`src/rtl/cmd_pkg.sv`:
```
// Shared types and constants for the UART command decoder: parser states,
// ASCII codes and per-digit upper limits for the MMSS field.
package cmd_pkg;

  typedef enum logic [2:0] {
    IDLE = 3'd0,
    DIG0 = 3'd1,
    DIG1 = 3'd2,
    DIG2 = 3'd3,
    DIG3 = 3'd4,
    TERM = 3'd5
  } state_e;

  localparam logic [7:0] CH_L    = 8'h6c;
  localparam logic [7:0] CH_L_UP = 8'h4c;
  localparam logic [7:0] CH_A    = 8'h61;
  localparam logic [7:0] CH_A_UP = 8'h41;
  localparam logic [7:0] CH_AT   = 8'h40;
  localparam logic [7:0] CH_ESC  = 8'h1b;
  localparam logic [7:0] CH_0    = 8'h30;

  // Largest legal value for minutes-tens, minutes-ones, seconds-tens, seconds-ones.
  localparam logic [3:0] MAX_MT = 4'd5;
  localparam logic [3:0] MAX_MO = 4'd9;
  localparam logic [3:0] MAX_ST = 4'd5;
  localparam logic [3:0] MAX_SO = 4'd9;

  function automatic logic is_load_cmd(input logic [7:0] ch);
    return (ch == CH_L) || (ch == CH_L_UP) || (ch == CH_A) || (ch == CH_A_UP);
  endfunction

endpackage

```
`src/rtl/ascii_digit_chk.sv`:
```
// Combinational ASCII digit check: ok when ch_i is '0'..('0'+max_i); bcd_o is its value.
module ascii_digit_chk
  import cmd_pkg::*;
(
  input  logic [7:0] ch_i,
  input  logic [3:0] max_i,
  output logic       ok_o,
  output logic [3:0] bcd_o
);

  logic [7:0] diff;

  assign diff  = ch_i - CH_0;
  // Bytes below '0' wrap to large values, so one unsigned compare covers both ends.
  assign ok_o  = (ch_i >= CH_0) && (diff <= {4'h0, max_i});
  assign bcd_o = diff[3:0];

endmodule

```
`src/rtl/uart_cmd_decoder.sv`:
```
// Parses l/a+MMSS+TERM_CHAR and '@' from the UART RX byte stream into load strobes.
// Optional byte echo on tx_data/tx_data_rdy when CMD_ECHO_EN is defined.
module uart_cmd_decoder
  import cmd_pkg::*;
#(
  parameter logic [7:0] TERM_CHAR    = 8'h0d,
  parameter logic       ALARM_EN_RST = 1'b0
) (
  input  logic        clk12m,
  input  logic        rst_n,
  input  logic [7:0]  rx_data,
  input  logic        rx_data_rdy,
  output logic        ld_time,
  output logic        ld_alarm,
  output logic [15:0] bcd_val,
  output logic        alarm_en,
  output logic        cmd_err
`ifdef CMD_ECHO_EN
  ,
  output logic [7:0]  tx_data,
  output logic        tx_data_rdy
`endif
);

  state_e      state_q, state_d;
  logic        cmd_is_alarm_q, cmd_is_alarm_d;
  logic [15:0] shadow_q, shadow_d;
  logic [15:0] bcd_q, bcd_d;
  logic        alarm_en_q, alarm_en_d;
  logic        ld_time_q, ld_time_d;
  logic        ld_alarm_q, ld_alarm_d;
  logic        cmd_err_q, cmd_err_d;

  logic [3:0]  dig_max;
  logic        dig_ok;
  logic [3:0]  dig_bcd;

  always_comb begin
    dig_max = MAX_SO;
    unique case (state_q)
      DIG0:    dig_max = MAX_MT;
      DIG1:    dig_max = MAX_MO;
      DIG2:    dig_max = MAX_ST;
      DIG3:    dig_max = MAX_SO;
      default: dig_max = MAX_SO;
    endcase
  end

  ascii_digit_chk u_dig_chk (
    .ch_i  (rx_data),
    .max_i (dig_max),
    .ok_o  (dig_ok),
    .bcd_o (dig_bcd)
  );

  always_comb begin
    state_d        = state_q;
    cmd_is_alarm_d = cmd_is_alarm_q;
    shadow_d       = shadow_q;
    bcd_d          = bcd_q;
    alarm_en_d     = alarm_en_q;
    ld_time_d      = 1'b0;
    ld_alarm_d     = 1'b0;
    cmd_err_d      = 1'b0;
    if (rx_data_rdy) begin
      unique case (state_q)
        IDLE: begin
          if (is_load_cmd(rx_data)) begin
            state_d        = DIG0;
            cmd_is_alarm_d = (rx_data == CH_A) || (rx_data == CH_A_UP);
          end else if (rx_data == CH_AT) begin
            alarm_en_d = ~alarm_en_q;
          end
        end
        DIG0, DIG1, DIG2, DIG3: begin
          if (rx_data == CH_ESC) begin
            state_d = IDLE;
          end else if (dig_ok) begin
            unique case (state_q)
              DIG0: begin shadow_d[15:12] = dig_bcd; state_d = DIG1; end
              DIG1: begin shadow_d[11:8]  = dig_bcd; state_d = DIG2; end
              DIG2: begin shadow_d[7:4]   = dig_bcd; state_d = DIG3; end
              default: begin shadow_d[3:0] = dig_bcd; state_d = TERM; end
            endcase
          end else begin
            cmd_err_d = 1'b1;
            state_d   = IDLE;
          end
        end
        TERM: begin
          state_d = IDLE;
          if (rx_data == CH_ESC) begin
            state_d = IDLE;
          end else if (rx_data == TERM_CHAR) begin
            bcd_d      = shadow_q;
            ld_alarm_d = cmd_is_alarm_q;
            ld_time_d  = ~cmd_is_alarm_q;
          end else begin
            cmd_err_d = 1'b1;
          end
        end
        default: state_d = IDLE;
      endcase
    end
  end

  always_ff @(posedge clk12m or negedge rst_n) begin
    if (!rst_n) begin
      state_q        <= IDLE;
      cmd_is_alarm_q <= 1'b0;
      shadow_q       <= 16'h0000;
      bcd_q          <= 16'h0000;
      alarm_en_q     <= ALARM_EN_RST;
      ld_time_q      <= 1'b0;
      ld_alarm_q     <= 1'b0;
      cmd_err_q      <= 1'b0;
    end else begin
      state_q        <= state_d;
      cmd_is_alarm_q <= cmd_is_alarm_d;
      shadow_q       <= shadow_d;
      bcd_q          <= bcd_d;
      alarm_en_q     <= alarm_en_d;
      ld_time_q      <= ld_time_d;
      ld_alarm_q     <= ld_alarm_d;
      cmd_err_q      <= cmd_err_d;
    end
  end

  assign ld_time  = ld_time_q;
  assign ld_alarm = ld_alarm_q;
  assign bcd_val  = bcd_q;
  assign alarm_en = alarm_en_q;
  assign cmd_err  = cmd_err_q;

`ifdef CMD_ECHO_EN
  logic [7:0] tx_data_q, tx_data_d;
  logic       tx_rdy_q;

  assign tx_data_d = rx_data_rdy ? rx_data : tx_data_q;

  always_ff @(posedge clk12m or negedge rst_n) begin
    if (!rst_n) begin
      tx_data_q <= 8'h00;
      tx_rdy_q  <= 1'b0;
    end else begin
      tx_data_q <= tx_data_d;
      tx_rdy_q  <= rx_data_rdy;
    end
  end

  assign tx_data     = tx_data_q;
  assign tx_data_rdy = tx_rdy_q;
`endif

endmodule

```
`config.mk`:
```
export PLATFORM = sky130hd
export DESIGN_NAME = uart_cmd_decoder
export DESIGN_NICKNAME = d
export VERILOG_FILES = /design/src/rtl/cmd_pkg.sv /design/src/rtl/ascii_digit_chk.sv /design/src/rtl/uart_cmd_decoder.sv
export SDC_FILE = /design/constraint.sdc
export NUM_CORES = 1
export LEC_CHECK = 0
export CORE_UTILIZATION = 56
export CTS_CLUSTER_SIZE = 12
export DETAILED_ROUTE_END_ITERATION = 10
export DONT_BUFFER_PORTS = 1
export GPL_TIMING_DRIVEN = 1
export PLACE_DENSITY = 0.74
export SLEW_MARGIN = 20
export SYNTH_ARGS = -nofsm -noshare
export SYNTH_HDL_FRONTEND = slang
export SYNTH_SLANG_ARGS = --single-unit
export TNS_END_PERCENT = 20
```
`constraint.sdc`:
```
create_clock -name clk12m -period 2 [get_ports clk12m]
set_input_delay 0.2 -clock clk12m [delete_from_list [all_inputs] [get_ports clk12m]]
set_output_delay 0.2 -clock clk12m [all_outputs]
set_load 0.05 [all_outputs]
```
==> flow_summary_export.csv, run 1 <==
group,metric,value,unit
status,run_status,"finished, violations left",
status,failed_checks,"negative setup slack",
floorplan,core_area,3150,sq um
sta,finalCritPeriodShare,105,%
sta,setup_violations,18,
cells_and_area,syn2layout_area_growth,16.2,%
logic_synthesis,synth_cell_types,43,
logic_synthesis,yosys.area.top_type,"dfrtp_1",
worst_setup_path,crit_fanout,5,
place,numPortBuffers,0,
sta,max_freq,475,MHz
sta,hold_violations,0,
grt,grtUsageTotal,23.8,%
grt,grt_max_degree,41,
clock_tree,clk_pin_slew,110,ps
logic_synthesis,avgSynthCellArea,13.5,sq um
sta,fin_crit,2100,ps
logic_synthesis,yosysMostFrequentCell,"dfrtp_1",
cells_and_area,area.sequential,1000,sq um
route,top_layer,"met4",
clock_tree,numCtsBuffers,5,
cells_and_area,multi_input_area,956,sq um
route,via_per_inst,5.98,
place,gp_congestion,0.846,
grt,antenna_found_initial,0,
grt,grt_pass1_wl,6.13,mm
pwr,peakVddDrop,0.387,mV
worst_setup_path,start_kind,"flip-flop",
cells_and_area,fin_nets,176,
pwr,switchingPower,0.562,mW
logic_synthesis,syn_nets,156,
route,num_vias,1237,
sta,fin_ws,-105,ps
cells_and_area,antenna_cells,0,
logic_synthesis,synthArstFlopShare,100,%
floorplan,chipWidth,60.7,um
clock_tree,root_buffer,"clkbuf_4",
clock_tree,cts.sinks,40,
floorplan,die_area,3680,sq um
worst_setup_path,cp_top_family,"simple AND/OR/NAND/NOR gates",
logic_synthesis,syn_area,1930,sq um
place,dp_hpwl,2.42,mm
floorplan,die_h,60.7,um
floorplan,ios,31,
cells_and_area,fillers,224,
logic_synthesis,synth-edff-count,0,
pwr,clockPowerShare,21.0,%
pwr,p_int,1.23,mW
place,placed_area,2020,sq um
logic_synthesis,netlist.area_leader.share,51.9,%
logic_synthesis,seq_area_frac_synth,51.9,%
pwr,swShare,31.3,%
route,firstDrtPassIters,4,
logic_synthesis,ys.flop_type,"dfrtp_1",
worst_setup_path,critPathMaxStageDelay,390,ps
grt,grt_overflow_total,0,
sta,rsz0062_at_grt,"yes",
logic_synthesis,synth_commonest_cells,"dfrtp_1 (40), mux2_2 (17), mux2_4 (14), nor2_1 (7)",
cells_and_area,fin_area,2240,sq um
pwr,power.density,801,nW/um^2
worst_setup_path,cp_slowest_cell,"dfrtp_1",
route,wl_met2,1.94,mm
clock_tree,clockBufferDepth,2,
route,routed_wirelength,3.89,mm
logic_synthesis,yosysWarnings,0,
pwr,seqPwrFrac,51.9,%
clock_tree,htree_levels,2,
worst_setup_path,cp_cell_sequence,"and2b_2 -> inv_2 -> ha_4 -> and3_4 -> o211ai_4 -> or3_4 -> mux2_4",
sta,relSlewSlack,63.3,%
floorplan,start_util,61.1,%
worst_setup_path,endpoint_kind,"flip-flop",
floorplan,placementRows,20,
worst_setup_path,crit_arrival,2340,ps
cells_and_area,final_util,71.0,%
flow_run,max_cap_viol_count,0,
cells_and_area,drive_gt1_share,39.9,%
route,drt_iter0_markers,54,
worst_setup_path,cp.required,2240,ps
clock_tree,cts_tree,"done",
pwr,leakagePower,1.09,nW
logic_synthesis,yosys-top-cells-area,"dfrtp_1 (52%), mux2_4 (11%), mux2_2 (9.9%)",
worst_setup_path,path_class,"reg -> reg",
pwr,share_comb_of_total_power,27.1,%
sta,tightest_slew,546,ps
worst_hold_path,holdCritPathClass,"in -> reg",
route,wl_met3,279,um
route,drc_errors,0,
worst_setup_path,cp_num_buf_inv,1,
logic_synthesis,synth-seq-cells,40,
sta,whs,20.7,ps
sta,slew_viol_final,0,
sta,skew,10.2,ps
clock_tree,clkLatencyLatePin,340,ps
grt,grt_pass1_vias,1261,
route,wire_per_inst,18.8,um
logic_synthesis,synthCells,143,
route,postRouteAntennaNets,0,
route,wl_met1,1.59,mm
flip-flops by register name (all words and copies together) (netlist names):
register and cells:
bcd_val 16, shadow_q 16, state_q 3, alarm_en 1
cmd_err 1, cmd_is_alarm_q 1, ld_alarm 1, ld_time 1
logic make-up (layout without fill, tap and decap cells):
| group | Yosys count | count (layout) | share of synthesized area, % |
|---|---|---|---|
| AND/OR/NAND/NOR | 42 | 42 | 15.4 |
| flip-flops | 40 | 40 | 51.9 |
| multiplexers | 32 | 32 | 21.4 |
| AO/OA/AOI/OAI | 17 | 17 | 7.08 |
| buffers and inverters | 9 | 29 | 2.40 |
| adder cells (fa/ha/maj) | 2 | 2 | 1.30 |
| XOR/XNOR | 1 | 1 | 0.455 |
layout by cell type (no fill, tap or decap), drive strengths merged, types with 2 or more instances in the layout:
cell type | synthesis | routed
dfrtp | 40 | 40
mux2 | 32 | 32
buf | 3 | 11
nor2 | 7 | 7
dlygate4sd3 | 0 | 7
clkbuf | 2 | 6
nor3 | 6 | 6
nor3b | 6 | 6
nand4 | 5 | 5
inv | 4 | 4
nor2b | 3 | 3
and2 | 3 | 3
a21oi | 3 | 3
nand3 | 2 | 2
a311oi | 2 | 2
o211a | 2 | 2
ha | 2 | 2
and3 | 2 | 2
o211ai | 2 | 2
o2111ai | 2 | 2
nand2 | 2 | 2
or3 | 2 | 2
repair_timing:
action / in CTS / in global routing
endpoints found under the hold margin: 60 / 0
setup buffers: 1 / 2
endpoints found under the setup margin: 15 / 16
hold buffers: 8 / 0
resized for setup: 5 / 5
gates cloned: 0 / 0
pin swaps: 1 / 2
worst paths after layout:
path                                            start                         end  depth (start not counted)  slack [ps]
setup reg to reg               state_q[2]$_DFFE_PN0P_     shadow_q[7]$_DFFE_PN0P_                          7        -100
max in group asynchronous                       rst_n    shadow_q[14]$_DFFE_PN0P_                          2        1510
hold / removal                             rx_data[0]  cmd_is_alarm_q$_DFFE_PN0P_                          2          20
min in group asynchronous                       rst_n      state_q[1]$_DFFE_PN0P_                          2         300
setup / recovery               state_q[2]$_DFFE_PN0P_     shadow_q[7]$_DFFE_PN0P_                          7        -100
hold reg to reg            cmd_is_alarm_q$_DFFE_PN0P_           ld_time$_DFF_PN0_                          1         460
worst reg2reg max path, cell delays in order (launching register included):
cell      delay (ps)
dfrtp_1          390
and2b_2          260
inv_2             60
ha_4             260
and3_4           210
o211ai_4         110
or3_4            390
mux2_4           310
stage by stage:
stage	instances	TNS, ps	setup slack (ps)	total power, mW
floorplan	143	-605	-67.3	1.20
global placement	189	-184	-31.4	1.26
detailed placement	189	-790	-89.6	1.28
CTS	205	-442	-76.6	1.75
global route	207	-2010	-140	1.89
finish	207	-985	-105	1.79
per-layer routing:
metal  vias up  global-route usage, %
met5         -                      0
met4         0                   10.4
met3        10                   8.74
met2        62                   36.7
met1       601                   30.1
li1        564                      -
power groups by stage:
stage	registers, mW	clock network (mW)	logic (mW)
after floorplan	0.945	0	0.255
after global placement	0.944	0	0.319
after detailed placement	0.948	0	0.335
after CTS	0.933	0.388	0.429
after global routing	0.939	0.423	0.526
final	0.932	0.376	0.486
final cells by class:
class                      count  area share, %
clock buffer                   6           1.84
sequential                    40           44.7
tap                           44           2.46
timing repair buffer          18           7.38
clock inverter                 1          0.224
multi-input combinational     94           42.7
inverter                       4          0.671
No activity file was read; power rests on OpenSTA's default activity.
==> run 2: changes to the inputs <==
--- a/config.mk
+++ b/config.mk
@@ -5,12 +5,13 @@
 export SDC_FILE = /design/constraint.sdc
 export NUM_CORES = 1
 export LEC_CHECK = 0
-export CORE_UTILIZATION = 56
+export CORE_UTILIZATION = 30
 export CTS_CLUSTER_SIZE = 12
 export DETAILED_ROUTE_END_ITERATION = 10
 export DONT_BUFFER_PORTS = 1
 export GPL_TIMING_DRIVEN = 1
-export PLACE_DENSITY = 0.74
+export PLACE_DENSITY = 0.45
+export SKIP_LAST_GASP = 1
 export SLEW_MARGIN = 20
 export SYNTH_ARGS = -nofsm -noshare
 export SYNTH_HDL_FRONTEND = slang
==> run 2 against run 1 <==
  * The run still ends with negative setup slack left
  * Sequential cell count is the same
  * Via count shrank 4.3%
  * Non-clock buffer count shrank 8
  * Sequential power shrank 0.4%
  * Critical path depth is the same
  * Clock skew is essentially flat
  * Largest cell class unchanged
==> flow_summary_export.csv, run 2 (synthesis gave the netlist of run 1 again) <==
group,metric,value,unit
status,run_status,"finished, violations left",
status,failed_checks,"negative setup slack",
place,dp_hpwl,2.82,mm
worst_setup_path,cp_cell_sequence,"and2b_2 -> inv_2 -> ha_4 -> and3_4 -> o211ai_4 -> or3_4 -> mux2_4",
grt,grtUsageTotal,13.3,%
sta,relSlewSlack,61.7,%
cells_and_area,drive_gt1_share,41.0,%
worst_setup_path,cp_top_family,"simple AND/OR/NAND/NOR gates",
grt,antenna_found_initial,0,
flow_run,max_cap_viol_count,0,
route,wire_per_inst,17.5,um
floorplan,die_h,82.1,um
clock_tree,htree_levels,2,
cells_and_area,layout_common_cells,"dfrtp_1 (40), mux2_2 (16), mux2_4 (16), buf_4 (8), nor2_1 (7)",
route,via_per_inst,5.13,
sta,rsz0062_at_grt,"yes",
sta,slew_viol_final,0,
floorplan,placementRows,28,
place,dp.cells,221,
worst_setup_path,crit_arrival,2240,ps
route,firstDrtPassIters,4,
place,numPortBuffers,0,
floorplan,core_area,6060,sq um
clock_tree,clockBufferDepth,2,
grt,grt_pass1_vias,1273,
worst_setup_path,path_class,"reg -> reg",
worst_setup_path,r2r_slack,-50,ps
pwr,power.density,987,nW/um^2
cells_and_area,antenna_cells,0,
grt,grt_overflow_total,0,
sta,finalCritPeriodShare,103,%
sta,fin_ws,-52.5,ps
worst_setup_path,crit_fanout,5,
worst_hold_path,holdPathEnd,"state_q[0]$_DFFE_PN0P_",
route,drt_iter0_markers,84,
route,drc_errors,0,
pwr,leakagePower,1.10,nW
place,gp_congestion,0.806,
floorplan,ios,31,
sta,hold_violations,0,
worst_hold_path,holdCritPathClass,"in -> reg",
cells_and_area,final_common_cell,"dfrtp_1",
worst_setup_path,cp_num_buf_inv,1,
route,num_vias,1184,
floorplan,start_util,31.8,%
worst_hold_path,holdPathStages,1,
clock_tree,root_buffer,"clkbuf_8",
grt,grt_pass1_wl,6.56,mm
clock_tree,clk_pin_slew,90,ps
cells_and_area,stdcell_count,231,
sta,tightest_slew,571,ps
worst_setup_path,critPathMaxStageDelay,400,ps
grt,grt_max_degree,41,
clock_tree,cts.sinks,40,
clock_tree,clkLatencyLatePin,290,ps
worst_setup_path,startpoint,"state_q[2]$_DFFE_PN0P_",
clock_tree,numCtsBuffers,5,
floorplan,die_area,6750,sq um
sta,setup_violations,14,
route,postRouteAntennaNets,0,
worst_setup_path,r2r_cells,7,
worst_setup_path,r2r-start,"state_q[2]$_DFFE_PN0P_",
sta,fin_crit,2050,ps
worst_setup_path,cp.required,2190,ps
worst_setup_path,endpoint_kind,"flip-flop",
floorplan,chipWidth,82.1,um
cells_and_area,final_util,37.8,%
route,routed_wirelength,4.05,mm
sta,skew,9.82,ps
worst_setup_path,start_kind,"flip-flop",
cells_and_area,syn2layout_area_growth,18.8,%
worst_setup_path,cp.depth,7,
clock_tree,cts_tree,"done",
sta,max_freq,487,MHz
cells_and_area,fin_nets,168,
pwr,peakVddDrop,0.451,mV
clock_tree,postCtsSetupRepairBufs,0,
worst_setup_path,rr_endpoint,"shadow_q[5]$_DFFE_PN0P_",
worst_setup_path,cp_slowest_cell,"or3_4",
pwr,total_power,2.26,mW
worst_hold_path,min_from,"rx_data_rdy",
[run 2: cell count changes in the layout (fill, tap and decap cells not counted), sizes merged]
cell / change
clkinv: -1
bufinv: +3
dlygate4sd3: -6
clkbuf: -1
buf: -2
[run 2: report_power, final]
| part | switching (mW) | total (mW) | internal [mW] | leakage [nW] |
|---|---|---|---|---|
| registers | 0.0614 | 0.928 | 0.867 | 0.552 |
| clock network | 0.297 | 0.921 | 0.624 | 0.0784 |
| logic | 0.209 | 0.410 | 0.201 | 0.466 |
| total | 0.567 | 2.26 | 1.69 | 1.10 |
[run 2: repair_timing]
item,in CTS,in global routing
setup endpoints to repair,16,16
hold buffers,2,0
endpoints found under the hold margin,40,0
pin swaps,0,1
gates resized for setup,3,2
[run 2: how the worst max path moves through the flow]
stage / to / slack (ps)
floorplan: shadow_q[6]$_DFFE_PN0P_ / -70
global placement: shadow_q[4]$_DFFE_PN0P_ / -40
detailed placement: shadow_q[4]$_DFFE_PN0P_ / -70
CTS: shadow_q[1]$_DFFE_PN0P_ / -70
global route: shadow_q[5]$_DFFE_PN0P_ / -130
finish: shadow_q[5]$_DFFE_PN0P_ / -50
[run 2: layout make-up]
class,instances,area (sq um)
clock buffer,5,68.8
tap,75,93.8
timing repair buffer,10,90.1
inverter,4,15.0
clock inverter,3,90.1
multi-input combinational,94,931
fill,592,3770
sequential,40,1000
[run 2: through the flow]
stage / TNS [ps] / cell area [sq um] / worst slack, ps / hold slack [ps]
after global placement: -299 / 2070 / -35.8 / -94.4
final: -337 / 2290 / -52.5 / 14.7
after CTS: -836 / 2280 / -73.5 / 9.01
after detailed placement: -807 / 2070 / -70.2 / -94.3
after floorplan: -605 / 1950 / -67.3 / -95.6
after global routing: -1680 / 2290 / -129 / 6.50
[run 2: layer usage]
metal  global-route usage [%]  routed length [um]
met3                     4.29                 242
met5                        0                   0
met4                     4.56                  39
met2                     20.2                1890
met1                     17.8                1870
==> run 3: changes to the inputs <==
--- a/config.mk
+++ b/config.mk
@@ -11,6 +11,7 @@
 export DONT_BUFFER_PORTS = 1
 export GPL_TIMING_DRIVEN = 1
 export PLACE_DENSITY = 0.45
+export REMOVE_ABC_BUFFERS = 1
 export SKIP_LAST_GASP = 1
 export SLEW_MARGIN = 20
 export SYNTH_ARGS = -nofsm -noshare
==> run 3 against run 2 <==
  * The flow still finishes with violations (negative setup slack)
  * Worst setup slack worse by 7.9 ps
  * Clock skew shrank 3.7 ps
  * Power is 15% lower
  * Clock power down 42%
  * First-iteration DRC count decreased by 29%
  * Routed wire length up 0.32%
  * Worst hold slack improved by 27 ps
  * Combinational power up 12%
  * Via count about the same
  * Cell area fell by 1.6%
  * Sequential cell count is the same
  * Critical path depth did not move
  * Critical path type unchanged
  * Critical endpoint unchanged
==> flow_summary_export.csv, run 3 (synthesis gave the netlist of run 1 again) <==
group,metric,value,unit
worst_setup_path,endpoint_kind,"flip-flop",
worst_setup_path,critPathMaxStageDelay,390,ps
grt,grt_pass1_vias,1243,
status,run_status,"finished, violations left",
place,dp.cells,221,
cells_and_area,antenna_cells,0,
worst_setup_path,cp_cell_sequence,"and2b_2 -> inv_2 -> ha_4 -> and3_4 -> o211ai_4 -> or3_4 -> mux2_4",
worst_setup_path,path_class,"reg -> reg",
sta,max_freq,485,MHz
worst_setup_path,cp_num_buf_inv,1,
worst_hold_path,holdCritPathClass,"in -> reg",
floorplan,placementRows,28,
worst_setup_path,cp.required,2180,ps
pwr,leakagePower,1.09,nW
worst_setup_path,cp_top_family,"simple AND/OR/NAND/NOR gates",
pwr,power.density,854,nW/um^2
grt,grt_pass1_wl,6.43,mm
cells_and_area,fin_nets,172,
place,numPortBuffers,0,
sta,relSlewSlack,62.1,%
clock_tree,root_buffer,"clkbuf_8",
route,firstDrtPassIters,4,
route,via_per_inst,5.04,
sta,whs,41.4,ps
route,postRouteAntennaNets,0,
sta,finalCritPeriodShare,103,%
clock_tree,cts_tree,"done",
flow_run,max_cap_viol_count,0,
sta,fin_tns_setup,-394,ps
route,drc_errors,0,
sta,hold_violations,0,
sta,slew_viol_final,0,
clock_tree,clockBufferDepth,2,
floorplan,start_util,31.8,%
pwr,total_power,1.92,mW
sta,fin_crit,2060,ps
grt,grt_max_degree,41,
sta,setup_violations,10,
pwr,peakVddDrop,0.286,mV
worst_setup_path,crit_arrival,2240,ps
worst_setup_path,crit_fanout,5,
grt,antenna_found_initial,0,
cells_and_area,area.sequential,1000,sq um
grt,grtUsageTotal,13.4,%
cells_and_area,drive_gt1_share,41.9,%
floorplan,core_area,6060,sq um
route,drt_iter0_markers,60,
place,placed_area,2050,sq um
cells_and_area,fin_area,2250,sq um
route,wire_per_inst,17.3,um
worst_setup_path,start_kind,"flip-flop",
route,routed_wirelength,4.06,mm
cells_and_area,stdcell_count,235,
cells_and_area,final_common_cell,"dfrtp_1",
sta,tightest_slew,564,ps
clock_tree,cts.sinks,40,
place,dp_hpwl,2.83,mm
floorplan,ios,31,
sta,skew,6.08,ps
floorplan,chipWidth,82.1,um
status,failed_checks,"negative setup slack",
clock_tree,htree_levels,2,
cells_and_area,multi_input_area,933,sq um
grt,grt_overflow_total,0,
cells_and_area,layout_common_cells,"dfrtp_1 (40), mux2_4 (16), mux2_2 (15), buf_4 (11), nor2_1 (6)",
floorplan,die_h,82.1,um
route,num_vias,1185,
worst_setup_path,cp_slowest_cell,"or3_4",
clock_tree,clk_pin_slew,80,ps
sta,rsz0062_at_grt,"yes",
sta,fin_ws,-60.4,ps
cells_and_area,fillers,595,
clock_tree,clkLatencyLatePin,290,ps
clock_tree,numCtsBuffers,5,
floorplan,die_area,6750,sq um
cells_and_area,syn2layout_area_growth,16.9,%
place,gp_congestion,0.781,
run 3: final timing paths:
| check | slack [ps] | depth (start not counted) | startpoint | to |
|---|---|---|---|---|
| setup / recovery | -60 | 7 | state_q[2]$_DFFE_PN0P_ | shadow_q[5]$_DFFE_PN0P_ |
| hold / removal | 40 | 1 | rx_data_rdy | cmd_err$_DFF_PN0_ |
| setup reg to reg | -60 | 7 | state_q[2]$_DFFE_PN0P_ | shadow_q[5]$_DFFE_PN0P_ |
| hold reg to reg | 470 | 1 | cmd_is_alarm_q$_DFFE_PN0P_ | ld_time$_DFF_PN0_ |
| max in group asynchronous | 1440 | 2 | rst_n | cmd_err$_DFF_PN0_ |
| min in group asynchronous | 370 | 2 | rst_n | bcd_val[2]$_DFFE_PN0P_ |
run 3: what timing repair did:
| action | in CTS | in global routing |
|---|---|---|
| pin swaps | 5 | 1 |
| endpoints found under the hold margin | 42 | 0 |
| hold buffers | 3 | 0 |
| gates cloned | 0 | 0 |
| setup endpoints to repair | 16 | 17 |
| gates resized for setup | 8 | 2 |
| buffers inserted | 1 | 2 |
run 3: routing by layer:
metal	track usage (%)	up-vias	wire length (um)
li1	-	557	-
met1	16.6	593	1820
met2	21.2	31	1990
met3	4.29	4	188
met4	6.14	0	59
met5	0	-	0
run 3: where the power goes:
| part | switching, mW | internal (mW) | total, mW |
|---|---|---|---|
| Combinational | 0.229 | 0.230 | 0.459 |
| Sequential | 0.0641 | 0.867 | 0.931 |
| Clock | 0.291 | 0.243 | 0.534 |
run 3: layout make-up:
class                      instances  share of cell area [%]
tap                               75                    4.16
inverter                           4                   0.666
multi-input combinational         94                    41.4
clock buffer                       5                    3.05
sequential                        40                    44.4
clock inverter                     3                   0.833
timing repair buffer              14                    5.44
run 3: worst reg2reg max path, delay by kind of cell (launching register included):
| family | cells | cell delay, ps |
|---|---|---|
| adders and majority gates | 1 | 260 |
| DFF | 1 | 380 |
| AOI/OAI and AO/OA | 1 | 110 |
| and+or+nand+nor | 3 | 840 |
| muxes | 1 | 310 |
| buffers and inverters | 1 | 60 |
run 3: stage by stage:
step	util, %	worst slack (ps)
2_1_floorplan	-	-167
3_3_place_gp	33.8	-110
3_5_place_dp	33.8	-166
4_1_cts	36.8	-53.1
5_1_grt	37.2	-108
6_report	37.2	-60.4
